## config.mk

```make
export PLATFORM = sky130hd
export DESIGN_NAME = fp_mul_flat
export DESIGN_NICKNAME = d
export VERILOG_FILES = /design/src/rtl/fp_mul_if.sv /design/src/rtl/fp_mul.sv /design/src/flat_wrapper.sv
export SDC_FILE = /design/constraint.sdc
export NUM_CORES = 2
export LEC_CHECK = 0
export CAP_MARGIN = 20
export CORE_MARGIN = 4
export CORE_UTILIZATION = 60
export CTS_CLUSTER_DIAMETER = 80
export DETAILED_ROUTE_END_ITERATION = 10
export PLACE_DENSITY = 0.78
export SLEW_MARGIN = 15
export SYNTH_ARGS = -nofsm -noshare
export SYNTH_HDL_FRONTEND = slang
export SYNTH_SLANG_ARGS = --single-unit
```

## constraint.sdc

```tcl
create_clock -name clk -period 11.3 [get_ports clk]
set_clock_uncertainty 0.2 [all_clocks]
set_input_delay 1.695 -clock clk [delete_from_list [all_inputs] [get_ports clk]]
set_output_delay 1.695 -clock clk [all_outputs]
set_load 0.005 [all_outputs]
```

## src/rtl/fp_mul_if.sv

```systemverilog
// Request/response bundle for the single-precision multiplier: operands, rounding
// mode and start from the requester; registered product and done pulse back.
`timescale 1ns/1ps
interface fp_mul_if #(
    parameter int D_LEN = 32
);
    logic             start;
    logic [D_LEN-1:0] A;
    logic [D_LEN-1:0] B;
    logic [1:0]       round_mode;
    logic [D_LEN-1:0] result;
    logic             done;

    modport master (
        output start, A, B, round_mode,
        input  result, done
    );

    modport slave (
        input  start, A, B, round_mode,
        output result, done
    );
endinterface

```

## src/rtl/fp_mul.sv

```systemverilog
// Multi-cycle IEEE-754 single-precision multiplier: latch, multiply, normalize,
// round/pack. Subnormals flush to zero; result holds until the next completion.
`timescale 1ns/1ps
module fp_mul #(
    parameter int D_LEN = 32
) (
    input  logic     clk,
    input  logic     rst,
    fp_mul_if.slave  bus
);
    typedef enum logic [1:0] {IDLE, STAGE1, STAGE2, STAGE3} state_t;
    typedef enum logic [1:0] {RND_NE = 2'b00, RND_ZERO = 2'b01, RND_POS = 2'b10, RND_NEG = 2'b11} round_t;
    typedef enum logic [1:0] {SPC_NONE, SPC_QNAN, SPC_INF, SPC_ZERO} special_t;

    state_t               state;
    logic [D_LEN-1:0]     a_q;
    logic [D_LEN-1:0]     b_q;
    round_t               mode_q;

    logic                 stage1_sign;
    logic signed [9:0]    stage1_exponent;
    logic [47:0]          stage1_mantissa;
    special_t             stage1_special;

    logic                 stage2_sign;
    logic signed [9:0]    stage2_exponent;
    logic [25:0]          stage2_mantissa;
    special_t             stage2_special;

    logic [D_LEN-1:0]     result_q;
    logic                 done_q;

    // Operand fields and classification
    logic [7:0]           exp_a;
    logic [7:0]           exp_b;
    logic [22:0]          frac_a;
    logic [22:0]          frac_b;
    logic                 nan_a;
    logic                 nan_b;
    logic                 inf_a;
    logic                 inf_b;
    logic                 zero_a;
    logic                 zero_b;
    special_t             special_c;
    logic [47:0]          product_c;
    logic signed [9:0]    exponent_c;

    assign exp_a  = a_q[30:23];
    assign exp_b  = b_q[30:23];
    assign frac_a = a_q[22:0];
    assign frac_b = b_q[22:0];

    assign nan_a  = (exp_a == 8'hFF) && (frac_a != '0);
    assign nan_b  = (exp_b == 8'hFF) && (frac_b != '0);
    assign inf_a  = (exp_a == 8'hFF) && (frac_a == '0);
    assign inf_b  = (exp_b == 8'hFF) && (frac_b == '0);
    assign zero_a = (exp_a == '0);
    assign zero_b = (exp_b == '0);

    always_comb begin
        special_c = SPC_NONE;
        if (nan_a || nan_b)
            special_c = SPC_QNAN;
        else if ((inf_a && zero_b) || (inf_b && zero_a))
            special_c = SPC_QNAN;
        else if (inf_a || inf_b)
            special_c = SPC_INF;
        else if (zero_a || zero_b)
            special_c = SPC_ZERO;
    end

    assign product_c  = 48'({1'b1, frac_a}) * 48'({1'b1, frac_b});
    assign exponent_c = $signed({2'b00, exp_a}) + $signed({2'b00, exp_b}) - 10'sd127;

    // Normalization: product of two [1,2) significands lies in [1,4)
    logic [25:0]          norm_mant;
    logic signed [9:0]    norm_exp;

    always_comb begin
        if (stage1_mantissa[47]) begin
            norm_mant = {stage1_mantissa[47:24], stage1_mantissa[23], |stage1_mantissa[22:0]};
            norm_exp  = stage1_exponent + 10'sd1;
        end else begin
            norm_mant = {stage1_mantissa[46:23], stage1_mantissa[22], |stage1_mantissa[21:0]};
            norm_exp  = stage1_exponent;
        end
    end

    // Rounding and packing; stage2_mantissa = {significand[23:0], guard, sticky}
    logic                 lsb;
    logic                 guard;
    logic                 sticky;
    logic                 inexact;
    logic                 round_up;
    logic [24:0]          rounded;
    logic                 carry;
    logic [22:0]          final_frac;
    logic signed [9:0]    final_exp;
    logic                 overflow_to_inf;
    logic [D_LEN-1:0]     packed_c;

    assign lsb     = stage2_mantissa[2];
    assign guard   = stage2_mantissa[1];
    assign sticky  = stage2_mantissa[0];
    assign inexact = guard | sticky;

    always_comb begin
        round_up = 1'b0;
        case (mode_q)
            RND_NE:   round_up = guard & (sticky | lsb);
            RND_ZERO: round_up = 1'b0;
            RND_POS:  round_up = inexact & ~stage2_sign;
            RND_NEG:  round_up = inexact & stage2_sign;
            default:  round_up = 1'b0;
        endcase
    end

    assign rounded    = {1'b0, stage2_mantissa[25:2]} + 25'(round_up);
    assign carry      = rounded[24];
    assign final_frac = carry ? rounded[23:1] : rounded[22:0];
    assign final_exp  = carry ? (stage2_exponent + 10'sd1) : stage2_exponent;

    // Directed modes saturate to max finite when rounding away from infinity
    assign overflow_to_inf = (mode_q == RND_NE)
                          || ((mode_q == RND_POS) && !stage2_sign)
                          || ((mode_q == RND_NEG) && stage2_sign);

    always_comb begin
        packed_c = '0;
        case (stage2_special)
            SPC_QNAN: packed_c = 32'h7FC00000;
            SPC_INF:  packed_c = {stage2_sign, 8'hFF, 23'h000000};
            SPC_ZERO: packed_c = {stage2_sign, 31'h00000000};
            default: begin
                if (final_exp >= 10'sd255) begin
                    if (overflow_to_inf)
                        packed_c = {stage2_sign, 8'hFF, 23'h000000};
                    else
                        packed_c = {stage2_sign, 8'hFE, 23'h7FFFFF};
                end else if (final_exp <= 10'sd0) begin
                    packed_c = {stage2_sign, 31'h00000000};
                end else begin
                    packed_c = {stage2_sign, final_exp[7:0], final_frac};
                end
            end
        endcase
    end

    always_ff @(posedge clk or negedge rst) begin
        if (!rst) begin
            state           <= IDLE;
            a_q             <= '0;
            b_q             <= '0;
            mode_q          <= RND_NE;
            stage1_sign     <= 1'b0;
            stage1_exponent <= '0;
            stage1_mantissa <= '0;
            stage1_special  <= SPC_NONE;
            stage2_sign     <= 1'b0;
            stage2_exponent <= '0;
            stage2_mantissa <= '0;
            stage2_special  <= SPC_NONE;
            result_q        <= '0;
            done_q          <= 1'b0;
        end else begin
            done_q <= 1'b0;
            case (state)
                IDLE: begin
                    if (bus.start) begin
                        a_q    <= bus.A;
                        b_q    <= bus.B;
                        mode_q <= round_t'(bus.round_mode);
                        state  <= STAGE1;
                    end
                end
                STAGE1: begin
                    stage1_sign     <= a_q[D_LEN-1] ^ b_q[D_LEN-1];
                    stage1_exponent <= exponent_c;
                    stage1_mantissa <= product_c;
                    stage1_special  <= special_c;
                    state           <= STAGE2;
                end
                STAGE2: begin
                    stage2_sign     <= stage1_sign;
                    stage2_exponent <= norm_exp;
                    stage2_mantissa <= norm_mant;
                    stage2_special  <= stage1_special;
                    state           <= STAGE3;
                end
                STAGE3: begin
                    result_q <= packed_c;
                    done_q   <= 1'b1;
                    state    <= IDLE;
                end
                default: state <= IDLE;
            endcase
        end
    end

    assign bus.result = result_q;
    assign bus.done   = done_q;
endmodule

```

## src/flat_wrapper.sv

```systemverilog
// flat-port wrapper written by rule: the top's interface ports become plain ports
module fp_mul_flat 
#(
    parameter int D_LEN = 32
)
  (clk, rst, bus_start, bus_A, bus_B, bus_round_mode, bus_result, bus_done);
  fp_mul_if #(.D_LEN(D_LEN)) bus_i ();
  input  logic clk;
  input  logic rst;
  input wire logic [$bits(bus_i.start)-1:0] bus_start;
  input wire logic [$bits(bus_i.A)-1:0] bus_A;
  input wire logic [$bits(bus_i.B)-1:0] bus_B;
  input wire logic [$bits(bus_i.round_mode)-1:0] bus_round_mode;
  output wire logic [$bits(bus_i.result)-1:0] bus_result;
  output wire logic [$bits(bus_i.done)-1:0] bus_done;
  assign bus_i.start = bus_start;
  assign bus_i.A = bus_A;
  assign bus_i.B = bus_B;
  assign bus_i.round_mode = bus_round_mode;
  assign bus_result = bus_i.result;
  assign bus_done = bus_i.done;
  fp_mul #(.D_LEN(D_LEN)) u_core (.clk(clk), .rst(rst), .bus(bus_i));
endmodule
```

==> run summary <==
Remaining Overflow, GRT = 0
Filler Cells Inserted = 3671
CP Max Fanout = 19
worst slew pin tran = 1.182 ns
Starting Density = 61.18%
clk_lat worst skew = 0.59 ns
Post-synth top cells = inv_1 (597), fa_1 (483), nand2_1 (330)
vias in the first global route = 22950
n_diodes = 0
final WL = 76660 um
CP required = 11.54 ns
Synth Register Bits = 201
post-synthesis sequential area ratio = 17.51%
worst reg2reg startpoint = u_core.b_q[8]
drc violations = 0
post-CTS setup buffers = 0
die height = 226.8 um
Clock Tree Root = clkbuf_16
number of buffers inserted by port buffering = 101
status = finished clean
vias per cell = 5.823
Final Hold Fails = 0
syn nets = 3786
largest net degree at the start of global routing = 81
GRT met1 Usage = 41.17%
drt first pass iters = 5
CP startpoint = u_core.b_q[8]
CP startpoint kind = flop
synthesized cell area = 0.02872 mm2
FFs w/ async S/R, synth = 100.0%
Setup crit end = u_core.stage1_mantissa[41]
count leader, synth = inv_1
Via Count = 21421
R2R Path End = u_core.stage1_mantissa[41]
area grow syn2layout = 8.520%
Distinct cells, synth = 76
Synth area leader = fa_1
first-pass GRT wire length = 123800 um
busiest layer in global routing = met2
number of max-cap violations = 0
Synth top area share = 33.66%
Final Cycle Share = 76.80%
gr usage total = 30.59%
RSZ-0062 raised after global routing = false
reg2reg setup slack = 2.62 ns
Starting DRT DRC Count = 1807
Die ar. = 0.05144 mm2
Post-synth top flop = dfrtp_1
fmax = 0.1152 GHz
CP Class = flop to flop
EDFF count, synth = 0
number of H-tree branching levels = 1
Synth Warn # = 0
layout cells sized above 1 = 7.422%
TritonCTS Buffers = 26
WP data arrival = 8.92 ns
synthesized area per cell = 9.455 um2
M2 GR Usage = 48.90%
Worst-path clk slew = 0.07 ns
hold crit path type = flop to flop
TritonCTS clock tree = built
core area = 0.04695 mm2
num ports = 102
# rows = 79
Layout Nets = 3801
Post-Synthesis Cells = 3038
crit end category = flop
max_slew headroom = 21.20%
hold buffer count at cts = 0
ANT nets after route = 0
Slew Viols, Final = 0
Global Route met3 Usage = 7.198%
largest cells by area after synthesis = fa_1 (34%), dfrtp_1 (18%), ha_1 (8.5%)
R2R depth = 22
min cycle time layout = 8.678 ns
Avg WL per Cell = 20.84 um
GPL Wtd Cong = 0.9588
Die Width = 226.8 um
cts repair resizes = 0
Bufs on Longest Clock Path = 3
setup TNS = 0 ns
final setup fails = 0
CTS Sinks = 201
initial antenna violation count = 0
hpwl dp = 57770 um
## critical path: stages (launching register included)
cell	delay [ns]
dfrtp_1	0.95
clkinv_1	0.63
nor2_1	0.27
fa_1	0.46
fa_1	0.53
inv_1	0.06
fa_1	0.40
fa_1	0.56
inv_1	0.06
fa_1	0.44
fa_1	0.61
inv_1	0.08
fa_1	0.48
inv_1	0.05
ha_1	0.40
nand4_1	0.17
nor4_1	0.69
o21ai_0	0.43
nand4_1	0.25
a32o_1	0.28
a21oi_1	0.11
xnor2_1	0.12
mux2_2	0.26
## placed cells by master, fill, tap and decap left out, types with 10 or more instances in the layout
| cell | Yosys | final |
|---|---|---|
| inv_1 | 597 | 597 |
| fa_1 | 483 | 483 |
| nand2_1 | 330 | 329 |
| and2_1 | 265 | 265 |
| dfrtp_1 | 201 | 201 |
| ha_1 | 196 | 194 |
| nor2_1 | 123 | 123 |
| a21oi_1 | 121 | 121 |
| mux2_2 | 102 | 102 |
| clkdlybuf4s50_1 | 0 | 100 |
| xnor2_1 | 45 | 45 |
| nand3_1 | 36 | 36 |
| xor2_1 | 36 | 36 |
| o21ai_0 | 34 | 34 |
| buf_4 | 2 | 33 |
| mux2i_1 | 29 | 29 |
| clkbuf_16 | 0 | 26 |
| a21o_1 | 25 | 25 |
| nand4_1 | 24 | 24 |
| a31oi_1 | 23 | 23 |
| nor4_1 | 22 | 22 |
| o2bb2ai_2 | 20 | 20 |
| and3_1 | 17 | 17 |
| nor3_1 | 17 | 17 |
| o211ai_1 | 10 | 10 |
## final cells by class
cell class	instances	area (um2)	area share, %
Timing Repair Buffer	140	1383	4.435
Tap cell	607	759.5	2.436
Clock inverter	12	173.9	0.5579
Sequential cell	201	5030	16.14
Multi-Input combinational cell	2085	20850	66.90
Clock buffer	35	724.4	2.324
Inverter	599	2248	7.213
## registers in the layout (all words and copies together), names as in the netlist, 10 cells and up
name and flops:
u_core.stage1_mantissa 48, u_core.a_q 32, u_core.b_q 32, u_core.bus.result 32
u_core.stage2_mantissa 26, u_core.stage1_exponent 10, u_core.stage2_exponent 10
## stage by stage
| step | hold slack [ns] | std cells | setup WS (ns) | util [%] | cell area [um2] |
|---|---|---|---|---|---|
| global route | 0.3081 | 3679 | 2.333 | 66.39 | 31170 |
| detailed placement | 0.2721 | 3626 | 2.867 | 64.22 | 30150 |
| floorplan | 0.2446 | 3038 | 4.332 | - | 28720 |
| global placement | 0.2712 | 3626 | 2.877 | 64.22 | 30150 |
| finish | 0.2886 | 3679 | 2.622 | 66.39 | 31170 |
| CTS | 0.2915 | 3673 | 2.816 | 66.13 | 31050 |
## cell families after synthesis
family | share of synthesized area (%)
flops | 17.51
simple gates | 15.28
mux | 5.009
fa+ha+maj | 42.20
compound gates | 7.540
xor+xnor | 2.526
buf+inv | 9.936
## worst min-delay path by stage
stage                               startpoint                    endpoint  cells past startpoint
global placement    u_core.stage1_mantissa[15]  u_core.stage1_mantissa[15]                      2
finish                   u_core.bus.result[11]       u_core.bus.result[11]                      1
global route             u_core.bus.result[11]       u_core.bus.result[11]                      1
CTS                      u_core.bus.result[11]       u_core.bus.result[11]                      1
floorplan           u_core.stage1_mantissa[11]  u_core.stage1_mantissa[11]                      2
detailed placement       u_core.bus.result[11]       u_core.bus.result[11]                      1
## per-layer routing
metal | routed length (um) | part of all wire [%] | vias to the layer above
met5 | 0 | 0 | -
met4 | 3504 | 4.6 | 0
met3 | 7035 | 9.2 | 217
met2 | 35280 | 46 | 1007
met1 | 30840 | 40 | 10732
li1 | - | - | 9465
Power is left out: the tool's default activity adds up to more than one toggle a clock period on the data nets, which glitch-free logic cannot reach.
